--- src/rtl/uart_pkg.sv ---
// Shared definitions for the UART transmit buffer.
//   BYTE_W     : width of one UART data byte
//   DEPTH_DEF  : default FIFO depth (entries, power of two)
//   AW_DEF     : default pointer width, log2(DEPTH_DEF)
//   tx_state_e : drain FSM states (2-bit encoding)
package uart_pkg;

  localparam int unsigned BYTE_W    = 8;
  localparam int unsigned DEPTH_DEF = 16;
  localparam int unsigned AW_DEF    = 4;

  typedef enum logic [1:0] {
    ST_IDLE      = 2'd0,
    ST_ISSUE     = 2'd1,
    ST_WAIT_DONE = 2'd2
  } tx_state_e;

endpackage

--- src/rtl/sync_fifo.sv ---
// Synchronous byte FIFO with registered level / full / empty.
//   clk, rst     : clock, asynchronous active-high reset
//   i_push       : write request, i_push_data stored when accepted
//   i_pop        : read request, o_pop_data is the current head
//   i_flush      : clears pointers and level; beats same-cycle push/pop
//   o_full       : level == DEPTH
//   o_empty      : level == 0
//   o_level      : stored entries, 0..DEPTH
module sync_fifo
  import uart_pkg::*;
#(
  parameter int unsigned DEPTH = DEPTH_DEF,
  parameter int unsigned AW    = AW_DEF
) (
  input  logic              clk,
  input  logic              rst,
  input  logic              i_push,
  input  logic [BYTE_W-1:0] i_push_data,
  input  logic              i_pop,
  input  logic              i_flush,
  output logic [BYTE_W-1:0] o_pop_data,
  output logic              o_full,
  output logic              o_empty,
  output logic [AW:0]       o_level
);

  localparam logic [AW:0] LP_FULL = (AW+1)'(DEPTH);

  logic [BYTE_W-1:0] r_mem [DEPTH];
  logic [AW-1:0]     r_wr_ptr;
  logic [AW-1:0]     r_rd_ptr;
  logic [AW:0]       r_level;
  logic              r_full;
  logic              r_empty;
  logic [AW:0]       w_level_nxt;
  logic              w_push_ok;
  logic              w_pop_ok;

  assign w_pop_ok  = i_pop & ~r_empty & ~i_flush;
  // A pop on the same edge frees a slot, so a push into a full FIFO still lands.
  assign w_push_ok = i_push & ~i_flush & (~r_full | w_pop_ok);

  always_comb begin
    w_level_nxt = r_level;
    if (i_flush) begin
      w_level_nxt = '0;
    end else if (w_push_ok && !w_pop_ok) begin
      w_level_nxt = r_level + 1'b1;
    end else if (!w_push_ok && w_pop_ok) begin
      w_level_nxt = r_level - 1'b1;
    end
  end

  always_ff @(posedge clk or posedge rst) begin
    if (rst) begin
      r_wr_ptr <= '0;
      r_rd_ptr <= '0;
      r_level  <= '0;
      r_full   <= 1'b0;
      r_empty  <= 1'b1;
    end else begin
      if (i_flush) begin
        r_wr_ptr <= '0;
        r_rd_ptr <= '0;
      end else begin
        if (w_push_ok) r_wr_ptr <= r_wr_ptr + 1'b1;
        if (w_pop_ok)  r_rd_ptr <= r_rd_ptr + 1'b1;
      end
      r_level <= w_level_nxt;
      r_full  <= (w_level_nxt == LP_FULL);
      r_empty <= (w_level_nxt == '0);
    end
  end

  always_ff @(posedge clk) begin
    if (w_push_ok) r_mem[r_wr_ptr] <= i_push_data;
  end

  assign o_pop_data = r_mem[r_rd_ptr];
  assign o_full     = r_full;
  assign o_empty    = r_empty;
  assign o_level    = r_level;

endmodule

--- src/rtl/uart_tx_fifo.sv ---
// Transmit buffer in front of the UART core. The CPU pushes bytes; this block
// drains them one frame at a time using UART_WRITE / DATA_IN_Tx, paced by
// UART_AVAIL (sampled in IDLE) and IRQ_Tx (frame finished).
//   clk_CPU, RST : clock, asynchronous active-high reset
//   EN           : drain enable (pushes accepted regardless)
//   wr_en/wr_data: CPU push
//   flush        : clear stored bytes (current frame still completes)
//   clr_ovf      : clear sticky overflow
//   UART_AVAIL   : UART transmitter idle
//   IRQ_Tx       : UART frame-done pulse
//   UART_WRITE   : one-cycle start-frame pulse
//   DATA_IN_Tx   : byte being transmitted (held for the whole frame)
//   full/empty/level : FIFO status
//   overflow     : sticky, push dropped while full
//   irq_empty    : one-cycle pulse, last frame done with FIFO empty
module uart_tx_fifo
  import uart_pkg::*;
#(
  parameter int unsigned DEPTH = DEPTH_DEF,
  parameter int unsigned AW    = AW_DEF
) (
  input  logic              clk_CPU,
  input  logic              RST,
  input  logic              EN,
  input  logic              wr_en,
  input  logic [BYTE_W-1:0] wr_data,
  input  logic              flush,
  input  logic              clr_ovf,
  input  logic              UART_AVAIL,
  input  logic              IRQ_Tx,
  output logic              UART_WRITE,
  output logic [BYTE_W-1:0] DATA_IN_Tx,
  output logic              full,
  output logic              empty,
  output logic [AW:0]       level,
  output logic              overflow,
  output logic              irq_empty
);

  tx_state_e         r_state;
  logic [BYTE_W-1:0] w_head;
  logic              w_start;
  logic              w_push_acc;
  logic              w_ovf_set;

  // A flush in the same cycle discards the head, so no frame starts from it.
  assign w_start    = (r_state == ST_IDLE) & EN & ~empty & UART_AVAIL & ~flush;
  assign w_push_acc = wr_en & ~flush & (~full | w_start);
  assign w_ovf_set  = wr_en & ~flush & full & ~w_start;

  sync_fifo #(
    .DEPTH (DEPTH),
    .AW    (AW)
  ) u_fifo (
    .clk         (clk_CPU),
    .rst         (RST),
    .i_push      (wr_en),
    .i_push_data (wr_data),
    .i_pop       (w_start),
    .i_flush     (flush),
    .o_pop_data  (w_head),
    .o_full      (full),
    .o_empty     (empty),
    .o_level     (level)
  );

  always_ff @(posedge clk_CPU or posedge RST) begin
    if (RST) begin
      r_state    <= ST_IDLE;
      UART_WRITE <= 1'b0;
      DATA_IN_Tx <= '0;
      irq_empty  <= 1'b0;
    end else begin
      UART_WRITE <= 1'b0;
      irq_empty  <= 1'b0;
      case (r_state)
        ST_IDLE: begin
          if (w_start) begin
            DATA_IN_Tx <= w_head;
            r_state    <= ST_ISSUE;
          end
        end
        ST_ISSUE: begin
          UART_WRITE <= 1'b1;
          r_state    <= ST_WAIT_DONE;
        end
        ST_WAIT_DONE: begin
          if (IRQ_Tx) begin
            r_state   <= ST_IDLE;
            irq_empty <= empty & ~w_push_acc;
          end
        end
        default: r_state <= ST_IDLE;
      endcase
    end
  end

  always_ff @(posedge clk_CPU or posedge RST) begin
    if (RST) begin
      overflow <= 1'b0;
    end else if (w_ovf_set) begin
      overflow <= 1'b1;
    end else if (clr_ovf) begin
      overflow <= 1'b0;
    end
  end

endmodule

--- config.mk ---
export PLATFORM = sky130hd
export DESIGN_NAME = uart_tx_fifo
export DESIGN_NICKNAME = d
export VERILOG_FILES = /design/src/rtl/uart_pkg.sv /design/src/rtl/sync_fifo.sv /design/src/rtl/uart_tx_fifo.sv
export SDC_FILE = /design/constraint.sdc
export NUM_CORES = 1
export LEC_CHECK = 0
export ABC_CLOCK_PERIOD_IN_PS = 2820
export CAP_MARGIN = 25
export CORE_ASPECT_RATIO = 1.4
export CORE_MARGIN = 2
export CORE_UTILIZATION = 40
export DETAILED_ROUTE_END_ITERATION = 12
export MAX_ROUTING_LAYER = met4
export PLACE_DENSITY_LB_ADDON = 0.1
export SLEW_MARGIN = 20
export SYNTH_ARGS = -nofsm -noshare
export SYNTH_HDL_FRONTEND = slang
export SYNTH_SLANG_ARGS = --single-unit
--- constraint.sdc ---
create_clock -name clk_CPU -period 2.82 [get_ports clk_CPU]
set_input_delay 0.564 -clock clk_CPU [delete_from_list [all_inputs] [get_ports clk_CPU]]
set_output_delay 0.564 -clock clk_CPU [all_outputs]
set_load 0.03 [all_outputs]
==> results of run 1 <==
logic make-up after synthesis:
group,after synthesis,share of synthesized area
adders and majority gates,7,0.0137
AOI/OAI and AO/OA,28,0.0307
muxes,52,0.147
DFF,156,0.711
and+or+nand+nor,75,0.0710
buffers and inverters,27,0.0186
xor gates and xnor gates,6,0.00821
flip-flops by register name, summed over array words and instances, names as in the netlist:
name and flops:
UART_WRITE 1, u_fifo.o_level 5, u_fifo.r_wr_ptr 4, r_state 2, DATA_IN_Tx 8, overflow 1
u_fifo.r_rd_ptr 4, u_fifo.o_full 1, irq_empty 1, u_fifo.r_mem 128, u_fifo.o_empty 1
stage by stage:
| step | hold WS [ns] | setup WS (ns) | util | cells | area, sq um |
|---|---|---|---|---|---|
| 2_1_floorplan | 0.461 | 0.374 | - | 351 | 6400 |
| 3_3_place_gp | 0.463 | 0.226 | 0.456 | 588 | 7110 |
| 3_5_place_dp | 0.466 | 0.177 | 0.456 | 588 | 7110 |
| 4_1_cts | 0.479 | 0.558 | 0.492 | 620 | 7680 |
| 5_1_grt | 0.487 | 0.460 | 0.492 | 620 | 7680 |
| 6_report | 0.477 | 0.589 | 0.492 | 620 | 7680 |
cell usage in the layout (no fill, tap or decap), drive strengths merged, types with 5 or more instances in the layout:
cell,instances
nor2,17
clkinv,5
buf,24
inv,16
o22ai,8
mux2i,15
nor4,5
clkbuf,17
nand2,11
edfxtp,128
dfrtp,27
clkdlybuf4s50,33
mux4,33
ha,7
nor2b,6
and2,8
a21o,7
worst max path at each step:
stage | end | slack (ns) | from | cells past startpoint
6_report | empty | 0.59 | u_fifo.o_empty | 1
5_1_grt | u_fifo.r_mem[9][6] | 0.46 | r_state[1] | 5
4_1_cts | empty | 0.56 | u_fifo.o_empty | 1
3_5_place_dp | u_fifo.r_mem[8][2] | 0.18 | EN | 6
3_3_place_gp | u_fifo.r_mem[6][2] | 0.23 | EN | 7
2_1_floorplan | u_fifo.r_mem[0][0] | 0.37 | flush | 4
power groups by stage:
stage               Sequential, uW  Clock [uW]  Combinational [uW]
floorplan                     2880           0                 414
global placement              2760           0                 904
finish                        2710        2160                 900
global route                  2730        2290                 962
detailed placement            2760           0                 909
CTS                           2710        2190                 912
cell usage after synthesis (2+ instances only):
master    instances  share of area
mux2_2            3         0.0053
edfxtp_1        128           0.60
nand2b_1          3         0.0029
ha_1              7          0.014
and3_1            2         0.0020
nand2_1          10         0.0059
buf_2             8         0.0063
a21oi_1           3         0.0023
nor3b_1           3         0.0035
nand4_1           2         0.0020
dfrtp_1          27           0.11
nor2b_1           6         0.0059
xnor2_1           2         0.0027
mux2i_1          15          0.023
o22ai_1           8         0.0078
nand3_1           3         0.0023
inv_1            10         0.0059
nor2_1           17          0.010
and2_1            8         0.0078
or3_1             2         0.0020
xor2_1            4         0.0055
a21o_1            7         0.0082
mux4_2           33           0.12
clkbuf_1          6         0.0035
nor3_1            3         0.0023
nor4_1            4         0.0039
per-layer routing:
metal	vias up	global-route usage
met1	1716	0.201
met3	22	0.0441
li1	1504	-
met2	86	0.308
met4	0	0.0804
met5	-	-
area by class of cell:
| class | instances | area [sq um] | area share |
|---|---|---|---|
| clock buffers | 17 | 425 | 0.0554 |
| well taps | 196 | 245 | 0.0319 |
| inverters | 11 | 41.3 | 0.00538 |
| multi-input cells | 168 | 1760 | 0.229 |
| flip-flops and latches | 156 | 4550 | 0.592 |
| clock inverters | 15 | 136 | 0.0178 |
| repair buffers | 57 | 523 | 0.0681 |
==> metrics.yaml, run 1 <==
worst_hold_path:
  whs_endpoint: "DATA_IN_Tx[6]"
  hp-start: "DATA_IN_Tx[6]"
  whs_path_depth: 1
  hold_path_class: "register to register"
timing:
  min_period_ns: 2.23
  worst_pin_slew_ns: 0.667
  finalHoldViolations: 0
  drv_slew: 0
  finalSetupViolCount: 0
  relSlewSlack: 0.554
  tns_ns: 0
  rsz0062_at_grt: "false"
  skew_ns: 0.00961
  period_share: 0.791
  fmax_mhz: 448
clock_network:
  clk_latency_ns: 0.42
  postCtsHoldBufs: 0
  cts.repair.resized: 0
  post_cts_buffers: 0
  cts_buffers: 17
  path_clk_slew_ns: 0.07
  h-tree-depth: 4
  cts.path.max_buffers: 2
  tritoncts: "built"
  clkSinkCount: 156
  root_buffer: "clkbuf_16"
pwr:
  p_leak_uw: 0.00264
  intPower_uw: 4240
  combinationalPowerShare: 0.156
  clock_power_share: 0.374
  switching_share: 0.264
  p_per_area_mw_per_mm2: 751
  p_sw_uw: 1520
  p_total_uw: 5770
  ir_drop_mv: 0.392
  power_frac_seq: 0.470
drt:
  routedWlPerCell_microns: 23.0
  wl_met2_mm: 7.66
  vias: 3328
  vias_per_cell: 5.37
  wirelength_mm: 14.2
  drt_first_pass_iters: 6
  antenna_left: 0
  route.detailed.drc: 0
  wl_met1_mm: 5.74
  met3_length_microns: 458
  first_iter_violations: 212
  top_layer_used: "met4"
floorplanning:
  core_sq_mm: 0.0156
  die_area_sq_mm: 0.0170
  io_pins: 34
  fp.dieH_microns: 154
  dieWidth_microns: 111
  num_rows: 54
  start_util: 0.410
worst_setup_path:
  rr_endpoint: "u_fifo.r_mem[8][3]"
  r2r_start: "r_state[1]"
  crit_type: "register to output pin"
  worstRegToRegCells: 5
  crit_slowest_cell: "clkdlybuf4s50_1"
  r2r_setup_slack_ns: 0.65
  cp_cell_sequence: "clkdlybuf4s50_1"
  worstPathMaxFanout: 4
  critPathRequiredTime_ns: 2.26
  startpoint_type: "register"
  cp_slowest_stage_delay_ns: 0.67
  path_buf_inv: 1
  arrival_ns: 1.67
  cp_top_family: "buffers and inverters"
  worstSetupEndpointType: "output pin"
logic_synthesis:
  synth_fp_nets: 374
  dominantRegCellSynth: "edfxtp_1"
  syn_area_sq_mm: 0.00640
  synth_edf_count: 128
  async_flop_share: 0.179
  syn_avg_cell_area_sq_um: 18.2
  ys_warn_count: 0
  syn_inst: 351
  ys_ff_latch: 156
  synth_cell_types: 53
  yosysSeqAreaShare: 0.711
global_route:
  grt_pass1_wl_mm: 21.5
  grt_pass1_vias: 3528
  grtUsageTotal: 0.180
  grt_max_degree: 29
  overflow: 0
  antenna_found_initial: 0
cells_and_area:
  antenna_cells: 0
  syn_to_final_growth_pct: 20.0
  drive_gt1_frac: 0.252
  fin_nets: 434
  fill_cells: 1337
placement:
  dp_hpwl_mm: 9.73
  place_congestion: 0.768
  portBuffers: 33
status:
  outcome: "completed"
run:
  cap_viol_max_count: 0
(Power assumes the default switching activity.)
==> inputs of run 2 (changes only) <==
--- a/config.mk
+++ b/config.mk
@@ -5,7 +5,7 @@
 export SDC_FILE = /design/constraint.sdc
 export NUM_CORES = 1
 export LEC_CHECK = 0
-export ABC_CLOCK_PERIOD_IN_PS = 2820
+export ABC_CLOCK_PERIOD_IN_PS = 2300
 export CAP_MARGIN = 25
 export CORE_ASPECT_RATIO = 1.4
 export CORE_MARGIN = 2
==> constraint.sdc (replaced) <==
create_clock -name clk_CPU -period 2.3 [get_ports clk_CPU]
set_input_delay 0.46 -clock clk_CPU [delete_from_list [all_inputs] [get_ports clk_CPU]]
set_output_delay 0.46 -clock clk_CPU [all_outputs]
set_load 0.03 [all_outputs]
==> run 2 against run 1 <==
  * Sequential share of layout area shrank 2.3 points
  * Highest routed layer unchanged
  * Critical path type unchanged
  * Critical path depth is the same
  * Via count grew 3.2%
==> metrics.yaml, run 2 (same netlist as run 1, synthesis figures left out) <==
placement:
  dp_hpwl_mm: 9.62  # was 9.73 mm
  portBuffers: 33  # unchanged
  place_congestion: 0.784  # was 0.768
  dpl.cell_count: 609  # was 588
  place_ws_ns: -0.101  # was 0.177 ns
  place_area_sq_mm: 0.00738  # was 0.00711 sq mm
timing:
  rsz0062_at_grt: "false"  # unchanged
  tns_ns: 0  # unchanged
  finalHoldViolations: 0  # unchanged
  drv_slew: 0  # unchanged
  min_period_ns: 2.15
  finalSetupViolCount: 0  # unchanged
  period_share: 0.934
  relSlewSlack: 0.531  # was 0.554
  fmax_mhz: 466
  worst_pin_slew_ns: 0.701  # was 0.667 ns
  setup_ws_ns: 0.152  # was 0.589 ns
  skew_ns: 0.0187  # was 0.00961 ns
global_route:
  grt_pass1_wl_mm: 22.3  # was 21.5 mm
  grt_pass1_vias: 3654  # was 3528
  overflow: 0  # unchanged
  met2_usage: 0.321  # was 0.308
  top_usage_layer: "met2"  # unchanged
  grtUsageTotal: 0.183  # was 0.180
  grtUsageMet1: 0.217  # was 0.201
  antenna_found_initial: 0  # unchanged
  grt_util_met3: 0.0315  # was 0.0441
  grt_max_degree: 29  # unchanged
clock_network:
  root_buffer: "clkbuf_16"  # unchanged
  post_cts_buffers: 0  # unchanged
  clk_latency_ns: 0.42  # about the same
  cts.path.max_buffers: 2  # unchanged
  h-tree-depth: 4  # unchanged
  path_clk_slew_ns: 0.07  # about the same
  tritoncts: "built"  # unchanged
  postCtsHoldBufs: 0  # unchanged
  cts_buffers: 17  # unchanged
  cts.repair.resized: 0  # unchanged
  clkSinkCount: 156  # unchanged
drt:
  vias: 3435  # was 3328
  route.detailed.drc: 0  # unchanged
  drt_first_pass_iters: 6  # unchanged
  wirelength_mm: 14.3  # was 14.2 mm
  antenna_left: 0  # unchanged
  routedWlPerCell_microns: 22.4  # was 23.0 microns
  vias_per_cell: 5.36  # was 5.37
  first_iter_violations: 246  # was 212
status:
  outcome: "completed"  # unchanged
cells_and_area:
  drive_gt1_frac: 0.288  # was 0.252
  largest_reg_flops: 128  # unchanged
  syn_to_final_growth_pct: 24.7  # was 20.0%
  regMostFlops: "u_fifo.r_mem"  # unchanged
  fill_cells: 1270  # was 1337
  final_cell_mix: "edfxtp_1, buf_4, mux4_2, clkdlybuf4s50_1, dfrtp_1"  # was edfxtp_1, mux4_2, clkdlybuf4s50_1
  final_cell_count_no_fill: 641  # was 620
  antenna_cells: 0  # unchanged
  final_common_cell: "edfxtp_1"  # unchanged
  fin_nets: 455  # was 434
  stdcell_area_sq_mm: 0.00798  # was 0.00768 sq mm
pwr:
  p_per_area_mw_per_mm2: 910  # was 751 mW/mm^2
  combinationalPowerShare: 0.160  # was 0.156
  clock_power_share: 0.384  # was 0.374
  intPower_uw: 5410  # was 4240 uW
  p_leak_uw: 0.00279  # was 0.00264 uW
  p_sw_uw: 1860  # was 1520 uW
  power_frac_seq: 0.456  # was 0.470
  switching_share: 0.256  # was 0.264
  ir_drop_mv: 0.615  # was 0.392 mV
  p_total_uw: 7260  # was 5770 uW
floorplanning:
  core_sq_mm: 0.0156  # unchanged
  num_rows: 54  # unchanged
  io_pins: 34  # unchanged
  die_area_sq_mm: 0.0170  # unchanged
  dieWidth_microns: 111  # unchanged
  start_util: 0.410  # unchanged
  fp.dieH_microns: 154  # unchanged
worst_setup_path:
  crit_type: "register to output pin"  # unchanged
  path_buf_inv: 1  # unchanged
  startpoint_type: "register"  # unchanged
  cp_slowest_stage_delay_ns: 0.68  # was 0.67 ns
  cp_top_family: "buffers and inverters"  # unchanged
  arrival_ns: 1.69  # was 1.67 ns
  critPathRequiredTime_ns: 1.84  # was 2.26 ns
  worstSetupEndpointType: "output pin"  # unchanged
  crit_slowest_cell: "clkdlybuf4s50_1"  # unchanged
  worstPathMaxFanout: 4  # unchanged
  cp_cell_sequence: "clkdlybuf4s50_1"  # unchanged
worst_hold_path:
  hold_path_class: "input pin to asynchronous set/reset pin"  # was register to register
run:
  cap_viol_max_count: 0  # unchanged
## run 2: cell types whose count changed in the layout (fill, tap and decap cells not counted)
cell	delta
buf_4	+12
buf_12	+9
clkbuf_1	+2
clkbuf_8	+2
clkinv_1	-2
bufinv_16	+1
clkinv_2	-1
clkinv_4	+1
clkinvlp_4	-1
inv_6	-1
inv_8	-1
## run 2: worst paths after layout
check / from / end / slack [ns] / cells after the start
setup reg to reg: u_fifo.r_rd_ptr[0] / DATA_IN_Tx[5] / 0.19 / 6
hold / removal: RST / u_fifo.r_wr_ptr[1] / 0.44 / 3
setup / recovery: u_fifo.o_empty / empty / 0.15 / 1
max in group asynchronous: RST / u_fifo.r_rd_ptr[0] / 1.53 / 3
min in group clk_CPU: DATA_IN_Tx[6] / DATA_IN_Tx[6] / 0.48 / 1
hold reg to reg: DATA_IN_Tx[6] / DATA_IN_Tx[6] / 0.48 / 1
## run 2: metrics by stage
stage	hold slack, ns	utilization
finish	0.443	0.511
global route	0.485	0.511
global placement	0.461	0.473
CTS	0.451	0.511
detailed placement	0.469	0.473
floorplan	0.461	-
## run 2: routing by layer
metal	vias to the layer above	share of wire
met5	-	0
li1	1545	-
met2	84	0.55
met4	0	0.011
met1	1797	0.41
met3	9	0.030
## run 2: power by group through the flow
stage	Sequential (uW)	Clock [uW]	Combinational, uW
6_report	3310	2790	1160
5_1_grt	3320	2980	1240
4_1_cts	3310	2840	1180
3_5_place_dp	3370	0	1180
2_1_floorplan	3530	0	508
3_3_place_gp	3360	0	1160
## run 2: layout make-up
class                   count  area (sq um)  share of cell area
clock buffers              21           460              0.0577
inverters                  11          41.3             0.00517
repair buffers             78           793              0.0994
clock inverters            11           135              0.0169
multi-input cells         168          1760               0.220
well taps                 196           245              0.0307
flip-flops and latches    156          4550               0.570
